**src/rtl/pipelined_adder_if.sv**
```systemverilog
// Handshake bundle for pipelined_adder: operand beat in, result beat out.
// The optional `sub` wire exists only when PIPELINED_ADDER_SUB_EN is defined.
interface pipelined_adder_if #(
   parameter int unsigned WIDTH = 16
);
   logic             in_valid;
   logic             in_ready;
   logic [WIDTH-1:0] a;
   logic [WIDTH-1:0] b;
   logic             cin;
`ifdef PIPELINED_ADDER_SUB_EN
   logic             sub;
`endif
   logic             out_valid;
   logic             out_ready;
   logic [WIDTH-1:0] sum;
   logic             cout;
   logic             ovf;

   modport master (
      output in_valid,
      output a,
      output b,
      output cin,
`ifdef PIPELINED_ADDER_SUB_EN
      output sub,
`endif
      output out_ready,
      input  in_ready,
      input  out_valid,
      input  sum,
      input  cout,
      input  ovf
   );

   modport slave (
      input  in_valid,
      input  a,
      input  b,
      input  cin,
`ifdef PIPELINED_ADDER_SUB_EN
      input  sub,
`endif
      input  out_ready,
      output in_ready,
      output out_valid,
      output sum,
      output cout,
      output ovf
   );
endinterface

```
**src/rtl/pipelined_adder.sv**
```systemverilog
// Pipelined two-operand adder: one CW-bit chunk per stage, carry registered between stages.
// Define PIPELINED_ADDER_SUB_EN to add a `sub` input selecting a - b.
module pipelined_adder #(
   parameter int unsigned WIDTH  = 16,
   parameter int unsigned STAGES = 4
) (
   input logic              clk,
   input logic              rst_n,
   pipelined_adder_if.slave bus
);
   localparam int unsigned CW   = WIDTH / STAGES;
   localparam int unsigned LAST = STAGES - 1;

   if (STAGES < 1 || STAGES > WIDTH || (WIDTH % STAGES) != 0) begin : g_bad_cfg
      $error("pipelined_adder: need 1 <= STAGES <= WIDTH and WIDTH a multiple of STAGES");
   end

   // Per-stage state. Stage k holds operands (upper chunks still to be added), the sum
   // chunks 0..k already completed, the carry out of chunk k and the beat valid bit.
   logic [WIDTH-1:0]  a_q [STAGES];
   logic [WIDTH-1:0]  a_d [STAGES];
   logic [WIDTH-1:0]  b_q [STAGES];
   logic [WIDTH-1:0]  b_d [STAGES];
   logic [WIDTH-1:0]  s_q [STAGES];
   logic [WIDTH-1:0]  s_d [STAGES];
   logic [STAGES-1:0] c_q;
   logic [STAGES-1:0] c_d;
   logic [STAGES-1:0] v_q;
   logic [STAGES-1:0] v_d;
   logic              ovf_q;
   logic              ovf_d;

   logic              stall;
   logic [WIDTH-1:0]  b_in;
   logic              cin_in;

`ifdef PIPELINED_ADDER_SUB_EN
   // a - b == a + ~b + 1; the forced carry-in replaces cin.
   always_comb begin
      b_in   = bus.sub ? ~bus.b : bus.b;
      cin_in = bus.sub | bus.cin;
   end
`else
   always_comb begin
      b_in   = bus.b;
      cin_in = bus.cin;
   end
`endif

   always_comb begin : p_stages
      logic [WIDTH-1:0] a_p;
      logic [WIDTH-1:0] b_p;
      logic [WIDTH-1:0] s_p;
      logic             c_p;
      logic             v_p;
      logic [CW:0]      chunk;
      a_p   = bus.a;
      b_p   = b_in;
      s_p   = '0;
      c_p   = cin_in;
      v_p   = bus.in_valid;
      chunk = '0;
      for (int k = 0; k < STAGES; k++) begin
         chunk = {1'b0, a_p[k*CW +: CW]} + {1'b0, b_p[k*CW +: CW]} + {{CW{1'b0}}, c_p};
         a_d[k] = a_p;
         b_d[k] = b_p;
         s_d[k] = s_p;
         s_d[k][k*CW +: CW] = chunk[CW-1:0];
         c_d[k] = chunk[CW];
         v_d[k] = v_p;
         a_p = a_q[k];
         b_p = b_q[k];
         s_p = s_q[k];
         c_p = c_q[k];
         v_p = v_q[k];
      end
      // Carry into the MSB is a^b^s there; overflow when it differs from carry out.
      ovf_d = a_d[LAST][WIDTH-1] ^ b_d[LAST][WIDTH-1] ^ s_d[LAST][WIDTH-1] ^ c_d[LAST];
   end

   always_ff @(posedge clk or negedge rst_n) begin
      if (!rst_n) begin
         a_q   <= '{default: '0};
         b_q   <= '{default: '0};
         s_q   <= '{default: '0};
         c_q   <= '0;
         v_q   <= '0;
         ovf_q <= 1'b0;
      end else if (!stall) begin
         a_q   <= a_d;
         b_q   <= b_d;
         s_q   <= s_d;
         c_q   <= c_d;
         v_q   <= v_d;
         ovf_q <= ovf_d;
      end
   end

   // Whole pipe freezes while the output beat is refused; bubbles only move when it is free.
   always_comb begin
      stall         = v_q[LAST] & ~bus.out_ready;
      bus.in_ready  = ~stall;
      bus.out_valid = v_q[LAST];
      bus.sum       = s_q[LAST];
      bus.cout      = c_q[LAST];
      bus.ovf       = ovf_q;
   end
endmodule

```
**src/flat_wrapper.sv**
```systemverilog
// flat-port wrapper written by rule: the top's interface ports become plain ports
module pipelined_adder_flat 
#(
   parameter int unsigned WIDTH  = 16,
   parameter int unsigned STAGES = 4
)
  (clk, rst_n, bus_in_valid, bus_a, bus_b, bus_cin, bus_out_ready, bus_in_ready, bus_out_valid, bus_sum, bus_cout, bus_ovf);
  pipelined_adder_if #(.WIDTH(WIDTH)) bus_i ();
  input logic clk;
  input logic rst_n;
  input wire logic [$bits(bus_i.in_valid)-1:0] bus_in_valid;
  input wire logic [$bits(bus_i.a)-1:0] bus_a;
  input wire logic [$bits(bus_i.b)-1:0] bus_b;
  input wire logic [$bits(bus_i.cin)-1:0] bus_cin;
  input wire logic [$bits(bus_i.out_ready)-1:0] bus_out_ready;
  output wire logic [$bits(bus_i.in_ready)-1:0] bus_in_ready;
  output wire logic [$bits(bus_i.out_valid)-1:0] bus_out_valid;
  output wire logic [$bits(bus_i.sum)-1:0] bus_sum;
  output wire logic [$bits(bus_i.cout)-1:0] bus_cout;
  output wire logic [$bits(bus_i.ovf)-1:0] bus_ovf;
  assign bus_i.in_valid = bus_in_valid;
  assign bus_i.a = bus_a;
  assign bus_i.b = bus_b;
  assign bus_i.cin = bus_cin;
  assign bus_i.out_ready = bus_out_ready;
  assign bus_in_ready = bus_i.in_ready;
  assign bus_out_valid = bus_i.out_valid;
  assign bus_sum = bus_i.sum;
  assign bus_cout = bus_i.cout;
  assign bus_ovf = bus_i.ovf;
  pipelined_adder #(.WIDTH(WIDTH), .STAGES(STAGES)) u_core (.clk(clk), .rst_n(rst_n), .bus(bus_i));
endmodule
```
**config.mk**
```make
export PLATFORM = sky130hd
export DESIGN_NAME = pipelined_adder_flat
export DESIGN_NICKNAME = d
export VERILOG_FILES = /design/src/rtl/pipelined_adder_if.sv /design/src/rtl/pipelined_adder.sv /design/src/flat_wrapper.sv
export SDC_FILE = /design/constraint.sdc
export NUM_CORES = 1
export LEC_CHECK = 0
export ABC_AREA = 1
export ABC_CLOCK_PERIOD_IN_PS = 4000
export BUFFER_PORTS_ARGS = -buffer_cell sky130_fd_sc_hd__buf_2
export CAP_MARGIN = 5
export CORE_MARGIN = 2
export CORE_UTILIZATION = 47
export CTS_BUF_LIST = sky130_fd_sc_hd__clkbuf_16
export CTS_CLUSTER_SIZE = 30
export DETAILED_ROUTE_END_ITERATION = 10
export GPL_TIMING_DRIVEN = 0
export PLACE_DENSITY = 0.71
export SLEW_MARGIN = 20
export SYNTH_ARGS = -nofsm -noshare
export SYNTH_HDL_FRONTEND = slang
export SYNTH_SLANG_ARGS = --single-unit
```
**constraint.sdc**
```tcl
create_clock -name clk -period 4 [get_ports clk]
set_input_delay 0.8 -clock clk [delete_from_list [all_inputs] [get_ports clk]]
set_output_delay 0.8 -clock clk [all_outputs]
set_load 0.005 [all_outputs]
```
# Yosys cells after proc, flatten, opt, wreduce, memory -nomap -nowiden
# Index checks and enable logic that the tools add are counted.
# W data, S select, Z words.
# classes
n_bitwise	6
n_addsub	8
# op_table
op	n
$add A4 B4 Y5	4
$add A5 B1 Y5	4
$xor A1 B1 Y1	3
$not A1 Y1	2
$and A1 B1 Y1	1
# word_totals
reg_bits	145
input_bits	37
out_inout_bits	20
word_cells	27

# Logic depth before layout (Yosys ltp)
# logic_depth
depth_word	4
ltp_mapped	8

# Worst setup path after synthesis
# OpenSTA, ideal clock, no wires.
# synth_timing
kind	input port to output port
start	input bus_out_ready
end	output bus_in_ready
arrival_time_ns	1.247
n_path_buf	2
slack_ns	1.953
stages	4
path_cell_list	nor2_4 > inv_2 > buf_6 > buf_4
# synth_via
elab_chain_cells	3
# synth_rtl
element	line_no	rtl
from (decl)	flat_wrapper.sv:15	input wire logic [$bits(bus_i.out_ready)-1:0] bus_out_ready;
$not A1 Y1	pipelined_adder.sv:101	stall = v_q[LAST] & ~bus.out_ready;
$and A1 B1 Y1	pipelined_adder.sv:101	
$not A1 Y1	pipelined_adder.sv:102	bus.in_ready = ~stall;
to (decl)	flat_wrapper.sv:16	output wire logic [$bits(bus_i.in_ready)-1:0] bus_in_ready;
# Every way passes these cells.

# Worst setup path in the final report
# Same ends and word-level chain as after synthesis.

==> results.json <==
{
  "end_kind": "output port",
  "diodes": 0,
  "grt_max_degree": 72,
  "hpwl_mm": 6.11,
  "totalWireLength_mm": 9.02,
  "finalSetupViolCount": 0,
  "intPower_uw": 2510,
  "synth_top_area_share_pct": 57.2,
  "p_leak_uw": 0.00269,
  "ioPinCount": 57,
  "core-area_sq_um": 8720,
  "portBuffers": 56,
  "p_sw_uw": 1410,
  "rows": 34,
  "yosys.area.top_type": "dfrtp_1",
  "r2r_cells": 8,
  "die_area_sq_um": 9810,
  "power_frac_seq_pct": 41.9,
  "swShare_pct": 36.0,
  "avgSynthCellArea_sq_um": 9.13,
  "first_pass_iters": 4,
  "comb_power_share_pct": 35.0,
  "regArea_sq_um": 2430,
  "final.min_clock_period_ns": 2.37,
  "crit_type": "in -> out",
  "clk_path_buf_depth": 2,
  "post_cts_buffers": 0,
  "overflow": 0,
  "fin_skew_ns": 0.00931,
  "routabilityCongestion": 0.897,
  "cts_tree": "built",
  "worst_pin_slew_ns": 0.346,
  "fill_cells": 755,
  "start_util_pct": 48.7,
  "ys_seq_area_share_pct": 57.2,
  "clock_sinks": 97,
  "peakVddDrop_v": 0.000327,
  "synth_fp_nets": 522,
  "drc_errors": 0,
  "numCtsBuffers": 9,
  "synthesis.area_sq_um": 4250,
  "hold_class": "in -> async",
  "maxCapViolations": 0,
  "pwr-share-clk_pct": 23.1,
  "synth_area_leaders": "dfrtp_1, nand2_1, fa_1",
  "grt_pass1_wl_mm": 15.6,
  "path_clk_slew_ns": 0.06,
  "slew_violations": 0,
  "synthCells": 465,
  "layout_common_cells": "nand2_1, dfrtp_1, buf_2, inv_1, o21ai_0",
  "crit_arrival_ns": 1.57,
  "crit_fanout": 10,
  "r2r_slack_ns": 2.16,
  "max_freq_ghz": 0.422,
  "fin_nets": 590,
  "startpoint_type": "input pin",
  "avgViaCountPerCell": 4.98,
  "required_ns": 3.20,
  "cts_resized": 0,
  "grtUsageTotal_pct": 20.2,
  "via_count": 3211,
  "worst_slack_ns": 1.63,
  "timing.rr.end": "u_core.bus.ovf$_DFFE_PN0N_",
  "power_density_nw_per_um2": 784,
  "avgRoutedWirePerCell_microns": 14.0,
  "yosys_register_bits": 97,
  "multiInputGateArea_sq_um": 1510,
  "pre_cts_slack_ns": 1.63,
  "cts_hold_buffers": 0,
  "ant_nets": 0,
  "antenna_found_initial": 0,
  "hold_viol": 0,
  "cts_root_buffer": "clkbuf_16",
  "synth_warnings": 0,
  "status": "complete, no violations",
  "yosys.cell_types.count": 18,
  "drt_iter0_drc": 184,
  "min_period_over_period_pct": 59.2,
  "rr_startpoint": "u_core.c_q[2]$_DFFE_PN0N_",
  "grt_setup_unrepaired": "no",
  "area_growth_pct": 17.9,
  "final_common_cell": "nand2_1",
  "grt_pass1_vias": 3346,
  "die_height_microns": 99.0,
  "htree_num_levels": 3,
  "max_slew_margin_pct": 76.9,
  "clk_latency_ns": 0.34,
  "die_w_microns": 99.0,
  "drive_above_1_share_pct": 18.1,
  "timing.setup.tns_ns": 0
}
[state kept, by name, indices dropped and copies added (netlist names)]
signal	flops
u_core.a_d	24
u_core.b_d	24
u_core.bus.ovf	1
u_core.bus.sum	16
u_core.c_q	4
u_core.s_d	24
u_core.v_q	4
[routing by layer]
| metal | part of all wire [%] | GRT usage, % | wire [microns] |
|---|---|---|---|
| met4 | 2.6 | 9.06 | 235 |
| met3 | 4.2 | 3.40 | 377 |
| met5 | 0 | 0 | 0 |
| met1 | 45 | 27.2 | 4020 |
| met2 | 49 | 32.5 | 4390 |
[how the worst max path moves through the flow]
stage                                     to     startpoint  slack [ns]  cells after the start
6_report                        bus_in_ready  bus_out_ready        1.63                      6
5_1_grt                         bus_in_ready  bus_out_ready        1.58                      6
4_1_cts                         bus_in_ready  bus_out_ready        1.62                      6
3_5_place_dp                    bus_in_ready  bus_out_ready        1.63                      6
3_3_place_gp   u_core.bus.sum[2]$_DFFE_PN0N_          rst_n        1.22                      1
2_1_floorplan                   bus_in_ready  bus_out_ready        1.95                      4
[worst max-delay path, stage by stage]
cell and delay, ns:
buf_2 0.12, nor2_4 0.15, inv_2 0.05, buf_6 0.15, buf_4 0.17, buf_2 0.13
[cell families (layout without fill, tap and decap cells)]
logic type / count (synthesis) / after routing / synth area share, %
xor+xnor: 1 / 1 / 0.206
buf+inv: 59 / 131 / 7.28
compound gates: 60 / 60 / 7.13
simple gates: 228 / 228 / 20.9
fa+ha+maj: 20 / 20 / 7.31
flops: 97 / 97 / 57.2
[Yosys cell counts]
cell type  instances
inv_1             37
nand2_1          198
nor2_4             1
o21ai_1           22
ha_1              12
dfrtp_1           97
buf_6              7
xor2_1             1
inv_2              1
o21ai_0           31
or2_2              3
nand3_1           13
o31ai_1            1
nor2_1            13
a21oi_1            6
fa_1               8
buf_2              7
buf_4              7
[stage by stage]
step	std cells	util, %	instance area (sq um)	hold WS [ns]	power (uW)
floorplan	465	-	4250	0.440	2560
global placement	629	53.4	4660	0.454	2950
detailed placement	630	53.8	4690	0.453	3010
CTS	645	57.4	5000	0.327	3940
global route	645	57.4	5000	0.337	4250
finish	645	57.4	5000	0.324	3920
[cell type report]
class	instances	area share, %
clock inverters	6	1.70
multi-input cells	309	30.2
flip-flops and latches	97	48.5
repair buffers	57	6.27
plain buffers	21	3.33
well taps	108	2.70
clock buffers	9	4.50
inverters	38	2.85
[power by group through the flow]
stage,combinational (uW),clock [uW],sequential [uW]
floorplan,955,0,1610
global placement,1310,0,1640
detailed placement,1360,0,1650
CTS,1390,908,1650
global route,1610,950,1700
finish,1370,906,1640
No activity file was read; power rests on OpenSTA's default activity.
